$ cat config.mk
export PLATFORM = sky130hd
export DESIGN_NAME = serial_adder
export DESIGN_NICKNAME = d
export VERILOG_FILES = /design/src/rtl/serial_adder_pkg.sv /design/src/rtl/serial_adder_fa.sv /design/src/rtl/serial_adder.sv
export SDC_FILE = /design/constraint.sdc
export NUM_CORES = 1
export LEC_CHECK = 0
export ABC_AREA = 1
export BUFFER_PORTS_ARGS = -buffer_cell sky130_fd_sc_hd__buf_2
export CORE_MARGIN = 2
export CORE_UTILIZATION = 55
export CTS_BUF_LIST = sky130_fd_sc_hd__clkbuf_16
export CTS_CLUSTER_DIAMETER = 30
export DETAILED_ROUTE_END_ITERATION = 10
export MAX_ROUTING_LAYER = met4
export PLACE_DENSITY = 0.78
export SYNTH_ARGS = -nofsm -noshare
export SYNTH_HDL_FRONTEND = slang
export SYNTH_SLANG_ARGS = --single-unit
$ cat constraint.sdc
create_clock -name clk -period 3.9 [get_ports clk]
set_input_delay 0.39 -clock clk [delete_from_list [all_inputs] [get_ports clk]]
set_output_delay 0.39 -clock clk [all_outputs]
set_load 0.005 [all_outputs]
$ cat src/rtl/serial_adder_pkg.sv
// Shared types and constants for the bit-serial adder.
package serial_adder_pkg;

  localparam int WIDTH_MIN = 2;
  localparam int WIDTH_MAX = 32;

  typedef enum logic [1:0] {
    IDLE = 2'b00,
    RUN  = 2'b01,
    DONE = 2'b10
  } state_t;

endpackage

$ cat src/rtl/serial_adder_fa.sv
// Single-bit full-adder cell shared by the serial datapath.
module serial_adder_fa (
  input  logic a,
  input  logic b,
  input  logic cin,
  output logic sum,
  output logic cout
);

  assign sum  = a ^ b ^ cin;
  assign cout = (a & b) | (a & cin) | (b & cin);

endmodule

$ cat src/rtl/serial_adder.sv
// Bit-serial two's-complement adder, LSB first through one FA cell.
// Define SERIAL_ADDER_SUB_EN to add the sub port (a - b).
module serial_adder
  import serial_adder_pkg::*;
#(
  parameter int WIDTH = 8
) (
  input  logic             clk,
  input  logic             rst_n,
  input  logic             start,
  input  logic [WIDTH-1:0] op_a,
  input  logic [WIDTH-1:0] op_b,
`ifdef SERIAL_ADDER_SUB_EN
  input  logic             sub,
`endif
  output logic             busy,
  output logic             done,
  output logic [WIDTH-1:0] result,
  output logic             carry_out,
  output logic             overflow
);

  localparam int CNT_W = $clog2(WIDTH);

  // Elaboration stops on an out-of-range WIDTH.
  if (WIDTH < WIDTH_MIN || WIDTH > WIDTH_MAX) begin : g_bad_width
    illegal_width_parameter u_bad ();
  end

  state_t           state;
  state_t           state_next;
  logic [WIDTH-1:0] a_sr;
  logic [WIDTH-1:0] b_sr;
  logic [CNT_W-1:0] cnt;
  logic             carry_r;
  logic             sub_in;
  logic             sub_r;
  logic             fa_b;
  logic             fa_sum;
  logic             fa_cout;
  logic             last_bit;

`ifdef SERIAL_ADDER_SUB_EN
  assign sub_in = sub;

  always_ff @(posedge clk or negedge rst_n) begin
    if (!rst_n) begin
      sub_r <= 1'b0;
    end else if (state == IDLE && start) begin
      sub_r <= sub;
    end
  end
`else
  assign sub_in = 1'b0;
  assign sub_r  = 1'b0;
`endif

  assign last_bit = (cnt == CNT_W'(WIDTH - 1));
  assign fa_b     = b_sr[0] ^ sub_r;

  serial_adder_fa u_fa (
    .a    (a_sr[0]),
    .b    (fa_b),
    .cin  (carry_r),
    .sum  (fa_sum),
    .cout (fa_cout)
  );

  always_ff @(posedge clk or negedge rst_n) begin
    if (!rst_n) begin
      state <= IDLE;
    end else begin
      state <= state_next;
    end
  end

  always_comb begin
    state_next = state;
    case (state)
      IDLE:    if (start) state_next = RUN;
      RUN:     if (last_bit) state_next = DONE;
      DONE:    state_next = IDLE;
      default: state_next = IDLE;
    endcase
  end

  always_comb begin
    busy = (state == RUN) || (state == DONE);
    done = (state == DONE);
  end

  // Sum enters at the MSB so after WIDTH shifts bit 0 sits at result[0].
  always_ff @(posedge clk or negedge rst_n) begin
    if (!rst_n) begin
      a_sr      <= '0;
      b_sr      <= '0;
      cnt       <= '0;
      carry_r   <= 1'b0;
      result    <= '0;
      carry_out <= 1'b0;
      overflow  <= 1'b0;
    end else begin
      case (state)
        IDLE: begin
          if (start) begin
            a_sr    <= op_a;
            b_sr    <= op_b;
            cnt     <= '0;
            carry_r <= sub_in;
          end
        end
        RUN: begin
          a_sr    <= a_sr >> 1;
          b_sr    <= b_sr >> 1;
          result  <= {fa_sum, result[WIDTH-1:1]};
          carry_r <= fa_cout;
          cnt     <= cnt + 1'b1;
          if (last_bit) begin
            carry_out <= fa_cout;
            overflow  <= carry_r ^ fa_cout;
          end
        end
        default: ;
      endcase
    end
  end

endmodule

### Word level (Yosys, flattened, before mapping)

Cells that the tools add are included.

| storage, ports and cells | value |
|---|---|
| register bits after elaboration | 32 |
| output and inout bits | 12 |
| input bits | 19 |
| memories | 0 |
| ROM bits | 0 |
| memory bits (writable) | 0 |
| latch bits | 0 |
| logic and storage cells | 39 |

| operators by class | value |
|---|---|
| order comparisons | 0 |
| div/mod/pow operators | 0 |
| reduce and logical (&&, ||, !) cells | 6 |
| add/sub/neg operators | 1 |
| shifts and indexed selects | 0 |
| equal/unequal tests | 5 |
| muxes and demuxes | 11 |
| bitwise gates (word level) | 8 |
| $mul | 0 |

Operators by type and width:

| cell | count |
|---|---|
| $pmux 8 s2 | 2 |
| $mux 8 | 2 |
| $pmux 3 s2 | 1 |
| $reduce_and 2->1 | 3 |
| $mux 2 | 2 |
| $ne 2x2->1 const B | 2 |
| $pmux 2 s2 | 1 |
| $add 3x1->3 const B | 1 |
| $and 1x1->1 | 3 |
| $eq 3x3->1 const B | 1 |
| $mux 3 | 1 |
| $xor 1x1->1 | 3 |
| $eq 2x1->1 const B | 1 |
| $eq 2x2->1 const B | 1 |
| $logic_not 2->1 | 1 |
| $or 1x1->1 | 2 |
| $pmux 1 s2 | 1 |
| $reduce_bool 2->1 | 1 |
| $logic_or 1x1->1 | 1 |
| $mux 1 | 1 |

### Longest topological paths before layout

Gate-level depths: netlist of run 1.

| depth | value |
|---|---|
| depth in word-level cells | 4 |
| gate-level depth with buffers | 8 |
| depth with buffers taken out | 7 |

### Cells and area by module

Synthesis of run 1 repeated with hierarchy kept, for this count alone.

| unflattened totals | value |
|---|---|
| cell total of the unflattened synthesis | 203 |
| area total of the unflattened synthesis | 1576.5 µm² |

By module, submodules not included:

| module | area each (µm²) | cells an instance | seq. area each (µm²) | times used |
|---|---|---|---|---|
| serial_adder | 1556.5 | 202 | 800.8 | 1 |
| serial_adder_fa | 20.0 | 1 | 0.0 | 1 |

### Worst setup path before layout of run 1

OpenSTA, ideal clock, no wires.

| path | value |
|---|---|
| path type | register to register |
| start | register state[1] |
| end | register a_sr[0] |
| period minus slack after synthesis | 1242 ps |
| required time | 3784 ps |
| stages on the path, launching flop included | 9 |
| setup slack | 2658 ps |
| arrival | 1126 ps |
| library setup time | 116 ps |
| buffers on the path | 2 |
| path through | dfrtp_1 -> inv_1 -> ha_1 -> buf_4 -> nand2_2 -> nand2_4 -> buf_6 -> nand2_1 -> nand2_1 |

| on the way | value |
|---|---|
| word-level cells in the longest chain between the ends | 3 |
| elaborated cells on any way between the ends | 6 |
| classes of those cells | 2 x eq/ne; 1 x mux; 3 x reduce/logical |

RTL lines:

| item | RTL line | source |
|---|---|---|
| start: declaration | serial_adder.sv:30 | `state_t state;` |
| start signal: assignment | serial_adder.sv:73 | `state <= state_next;` |
| $eq 2x1->1 / $logic_not 2->1 (equally long branches) | serial_adder.sv:103 | `case (state)` |
| $reduce_bool 2->1 (no line) / $ne 2x2->1 (equally long branches) | n/a |  |
| $reduce_and 2->1 (no line) | n/a |  |
| end signal: assignment | serial_adder.sv:106 | `a_sr <= op_a;` |
| end signal: assignment | serial_adder.sv:113 | `a_sr <= a_sr >> 1;` |
| end: declaration | serial_adder.sv:32 | `logic [WIDTH-1:0] a_sr;` |

Several ways; a longest one is shown, not always the timed one.
A chain may end at the register's enable or synchronous reset.

### Worst setup path in the final report of run 1

| path | value |
|---|---|
| start | register state[1] |
| end | register a_sr[2] |

Same word-level chain as after synthesis.

==> results_dict.tcl, run 1 <==
set metrics [dict create \
    synth-adder-area-share_pct 5.189 \
    clock_latency_ns 0.27 \
    ir_worst_vdd_mv 0.6185 \
    io-pin-count 31 \
    wirelength_mm 3.092 \
    status "complete, no violations" \
    busiest_layer "met2" \
    drv_cap 0 \
    numCtsBuffers 5 \
    initial_core_util_pct 57.71 \
    yosysWarningCount 0 \
    synthTopCellsByArea "dfrtp_1 (50%), nand2_1 (26%), nand3_1 (8.2%)" \
    clkTransAtPathRegs_ns 0.05 \
    syn_area_um2 1592 \
    final_common_cell "nand2_1" \
    clockBufferDepth 2 \
    power_mw 1.524 \
    grt_util_met3_pct 6.027 \
    synth_cell_type_count 15 \
    antenna_found_initial 0 \
    syn_to_final_growth_pct 18.47 \
    fin_skew_ns 0.004217 \
    synth_top_family_by_area "simple AND/OR/NAND/NOR gates" \
    worst_slew_pin_slew_ns 0.7131 \
    power_density_nw_per_um2 808.1 \
    rsz0062_at_grt "false" \
    mostFrequentLayoutCells "nand2_1 (112), dfrtp_1 (32), buf_2 (30), nand3_1 (26), inv_1 (10)" \
    clock-sinks 32 \
    crit_path_end_kind "flop" \
    fp-row-count 19 \
    yosys.area.top_type "dfrtp_1" \
    routabilityCongestion 0.7915 \
    synth-compound-area-share_pct 0.6289 \
    ys_seq_area_share_pct 50.31 \
    synthSimpleGateAreaFrac_pct 37.11 \
    path_class "flop to flop" \
    critPathMaxFanout 29 \
    drtAntennaViolNets 0 \
    cts_resized 0 \
    critical_path_required_ns 4.11 \
    synth_top_area_share_pct 50.31 \
    hold_violations 0 \
    layout.nets 258 \
    post_drt_wl_per_cell_um 11.67 \
    drtIter0Drc 77 \
    finalSetupTns_ns 0 \
    met1_usage_pct 26.18 \
    grt_max_degree 33 \
    dr.pass1.iters 4 \
    cts_setup_buffers 0 \
    drc_errors 0 \
    dpl.hpwl_mm 1.975 \
    met2_usage_pct 35.39 \
    gr-total-overflow 0 \
    first_global_vias 1269 \
    grt_usage_pct 21.56 \
    die_h_um 57.79 \
    finalSetupViolCount 0 \
    fin_crit_ns 1.699 \
    drive_above_1_share_pct 18.38 \
    routed-via-count 1388 \
    core_area_um2 2758 \
    clock_tree.root_cell "clkbuf_16" \
    report.final.slew_viol_count 0 \
    ctsHoldBuffers 0 \
    ys_ff_latch 32 \
    hold_path.class "input pin to asynchronous set/reset pin" \
    htreeDepth 2 \
    diodes 0 \
    synthCells 205 \
    cts_tree "yes" \
    cp.arrival_ns 1.91 \
    finalCritPeriodShare_pct 43.57 \
    die_w_um 57.79 \
    cellLeakagePower_nw 1.133 \
    synthXorXnorAreaFrac_pct 0 \
    maxSlewHeadroom_pct 52.46 \
    grt_pass1_wl_mm 5.402 \
    synthMuxAreaShare_pct 0 \
    synth.avg_cell_area_um2 7.764 \
    dieArea_um2 3340 \
    syn_nets 230 \
    port_buffers 30 \
    start_kind "flop" \
    viasPerCell 5.238 \
    timing.fmax_mhz 588.6 \
]
-- worst max-delay path, cell delays in order, from the launching register on --
cell     delay (ns)
dfrtp_1        0.39
inv_1          0.08
ha_1           0.14
buf_4          0.29
nand2_2        0.32
nand2_4        0.26
nand2_1        0.08
nand2_1        0.07
-- flip-flops by register name (all words and copies together), names as in the netlist --
name	flops
a_sr	8
b_sr	8
carry_out	1
carry_r	1
cnt	3
overflow	1
result	8
state	2
-- logic make-up after synthesis --
logic type | count (synthesis)
flops | 32
simple gates | 144
compound gates | 2
buf+inv | 21
fa+ha+maj | 6
-- routing by layer --
| layer | share of wire (%) | vias up |
|---|---|---|
| li1 | - | 688 |
| met1 | 44 | 656 |
| met2 | 49 | 40 |
| met3 | 5.6 | 4 |
| met4 | 0.78 | 0 |
| met5 | 0 | - |
-- Yosys cell counts (all sizes together) --
library cell / count
nand2: 115
dfrtp: 32
nand3: 26
inv: 11
buf: 10
ha: 5
nand4: 2
o21ai: 2
fa: 1
nor2: 1
-- power by group --
part | switching, mW | internal, mW
sequential | 0.0832 | 0.472
combinational | 0.345 | 0.190
clock | 0.136 | 0.297
-- cell type report --
cell class	count	area, um^2
timing repair buffer	31	157.7
inverter	11	41.29
sequential	32	800.8
multi-input combinational	152	683.2
tap	31	38.79
clock buffer	5	125.1
fill	239	872.1
clock inverter	3	38.79
-- through the flow --
stage | instances | hold slack [ns] | setup WS (ns) | util, % | area (um^2)
4_1_cts | 265 | 0.1853 | 2.191 | 68.38 | 1886
6_report | 265 | 0.1684 | 2.201 | 68.38 | 1886
3_3_place_gp | 257 | 0.4544 | 2.274 | 62.43 | 1722
2_1_floorplan | 205 | 0.09441 | 2.658 | - | 1592
5_1_grt | 265 | 0.2213 | 1.996 | 68.38 | 1886
3_5_place_dp | 257 | 0.4632 | 2.245 | 62.43 | 1722
-- path summary, 6_finish.rpt --
check	depth (start not counted)	slack, ns	from	end
min in group clk	3	0.38	op_a[7]	a_sr[7]
min reg2reg	2	0.47	result[0]	result[0]
max in group asynchronous	1	3.28	rst_n	a_sr[7]
min	1	0.17	rst_n	cnt[0]
max	7	2.20	state[1]	a_sr[2]
max reg2reg	7	2.20	state[1]	a_sr[2]
No activity file was read; power rests on OpenSTA's default activity.
==> run 2: changes to the inputs <==
Settings changed: CORE_UTILIZATION 55 to 49, PLACE_DENSITY 0.78 to 0.73.
Clock period 3.9 ns to 1.46 ns, I/O delays scaled along.
==> results_dict.tcl, run 2 (same netlist as run 1, synthesis figures left out) <==
set metrics [dict create \
    first_global_vias 1336 \
    numCtsBuffers 5 \
    clock_latency_ns 0.27 \
    fin_skew_ns 0.002814 \
    dr.pass1.iters 4 \
    start_kind "flop" \
    ir_worst_vdd_mv 1.100 \
    hold_path.class "input pin to flop" \
    whs_endpoint "a_sr[7]" \
    die_h_um 60.99 \
    port_buffers 30 \
    critPathMaxFanout 14 \
    cpPeakStageDelay_ns 0.39 \
    path_class "flop to flop" \
    r2r_cells 6 \
    maxSlewHeadroom_pct 73.29 \
    finalSetupViolCount 0 \
    cp.arrival_ns 1.48 \
    core_area_um2 3078 \
    viasPerCell 4.646 \
    htreeDepth 2 \
    whs_path_depth 3 \
    clock-sinks 32 \
    fin_area_um2 1979 \
    timing.fmax_mhz 756.1 \
    dieArea_um2 3720 \
    holdCritStartpoint "op_a[7]" \
    gr-total-overflow 0 \
    critPathBufInv 2 \
    layout.nets 268 \
    cts_tree "yes" \
    crit_family "flip-flops" \
    worst_slew_pin_slew_ns 0.4007 \
    post_drt_wl_per_cell_um 11.24 \
    cts_setup_buffers 0 \
    reg_top3 "a_sr x8, b_sr x8, result x8" \
    grt_usage_pct 21.70 \
    cellLeakagePower_nw 1.177 \
    critPathSlowestCell "dfrtp_1" \
    clockBufferDepth 2 \
    critical_path_required_ns 1.62 \
    drtAntennaViolNets 0 \
    n_fill_cell 290 \
    crit_chain "inv_1, ha_1, nand2_2, buf_12, nand3_1, nand2_1" \
    rsz0062_at_grt "true" \
    dpl.hpwl_mm 2.216 \
    initial_core_util_pct 51.71 \
    wirelength_mm 3.238 \
    r2r-start "state[0]" \
    power_density_nw_per_um2 2073 \
    drc_errors 0 \
    drv_cap 0 \
    drtIter0Drc 37 \
    report.final.slew_viol_count 0 \
    grt_pass1_wl_mm 5.644 \
    diodes 0 \
    rrSetupSlack_ns 0.14 \
    antenna_found_initial 0 \
    grt_max_degree 33 \
    clock_tree.root_cell "clkbuf_16" \
    final_common_cell "nand2_1" \
    io-pin-count 31 \
    routed-via-count 1338 \
    fp-row-count 20 \
    status "complete, no violations" \
    crit_path_end_kind "flop" \
    syn_to_final_growth_pct 24.37 \
    finalSetupTns_ns 0 \
    routabilityCongestion 0.8943 \
    fin_crit_ns 1.322 \
    startpoint "state[0]" \
    r2r_end "a_sr[0]" \
    clkTransAtPathRegs_ns 0.05 \
    dpl_cell_area_um2 1831 \
    drive_above_1_share_pct 20.90 \
    hold_violations 0 \
    finalCritPeriodShare_pct 90.58 \
    mostFrequentLayoutCells "nand2_1 (112), dfrtp_1 (32), buf_2 (30), nand3_1 (26), inv_1 (11)" \
    die_w_um 60.99 \
]
run 2: area by class of cell:
cell class,instances,area [um^2],area share [%]
flip-flops and latches,32,800.8,40.46
clock inverters,3,11.26,0.5689
clock buffers,5,125.1,6.321
repair buffers,41,260.3,13.15
multi-input cells,152,685.7,34.64
inverters,11,41.29,2.086
well taps,44,55.05,2.781
run 2: metal layers:
metal / wire length [um] / GRT usage [%] / vias up / share of wire [%]
li1: - / - / 706 / -
met1: 1519 / 25.24 / 602 / 47
met2: 1552 / 35.18 / 23 / 48
met3: 104 / 6.610 / 7 / 3.2
met4: 61 / 8.385 / 0 / 1.9
met5: 0 / - / - / 0
run 2: per-stage QoR:
stage / instances / utilization [%] / setup slack [ns] / power (mW) / hold WS (ns)
after global routing: 288 / 64.31 / 0.0004726 / 4.487 / 0.1505
after detailed placement: 279 / 59.47 / 0.1048 / 3.163 / 0.1882
after floorplan: 205 / - / 0.2178 / 2.622 / -0.1496
after CTS: 288 / 64.23 / 0.05038 / 4.148 / 0.1525
after global placement: 279 / 59.47 / 0.1283 / 3.119 / 0.1877
final: 288 / 64.31 / 0.1375 / 4.103 / 0.1506
run 2: worst max-delay path by stage:
stage | endpoint | slack [ns] | cells after the start
floorplan | a_sr[0] | 0.22 | 8
global placement | a_sr[0] | 0.13 | 8
detailed placement | a_sr[0] | 0.10 | 8
CTS | a_sr[0] | 0.05 | 8
global route | a_sr[0] | 0.0005 | 6
finish | a_sr[0] | 0.14 | 6
run 2: timing repair:
action / CTS / global route
endpoints found under the setup margin: 0 / 8
hold endpoints to repair: 32 / 0
resized for setup: 0 / 1
hold buffers: 1 / 0
run 2: power breakdown:
group	internal, mW	switching, mW	total [mW]	leakage (nW)
registers	1.26	0.223	1.48	0.414
clock network	0.611	0.338	0.949	0.0738
logic	0.692	0.977	1.67	0.690
total	2.56	1.54	4.10	1.18
run 2: tightest hold or removal path: cells and delay by family:
kind | cells | cell delay (ns)
buf+inv | 1 | 0.10
simple gates | 2 | 0.13
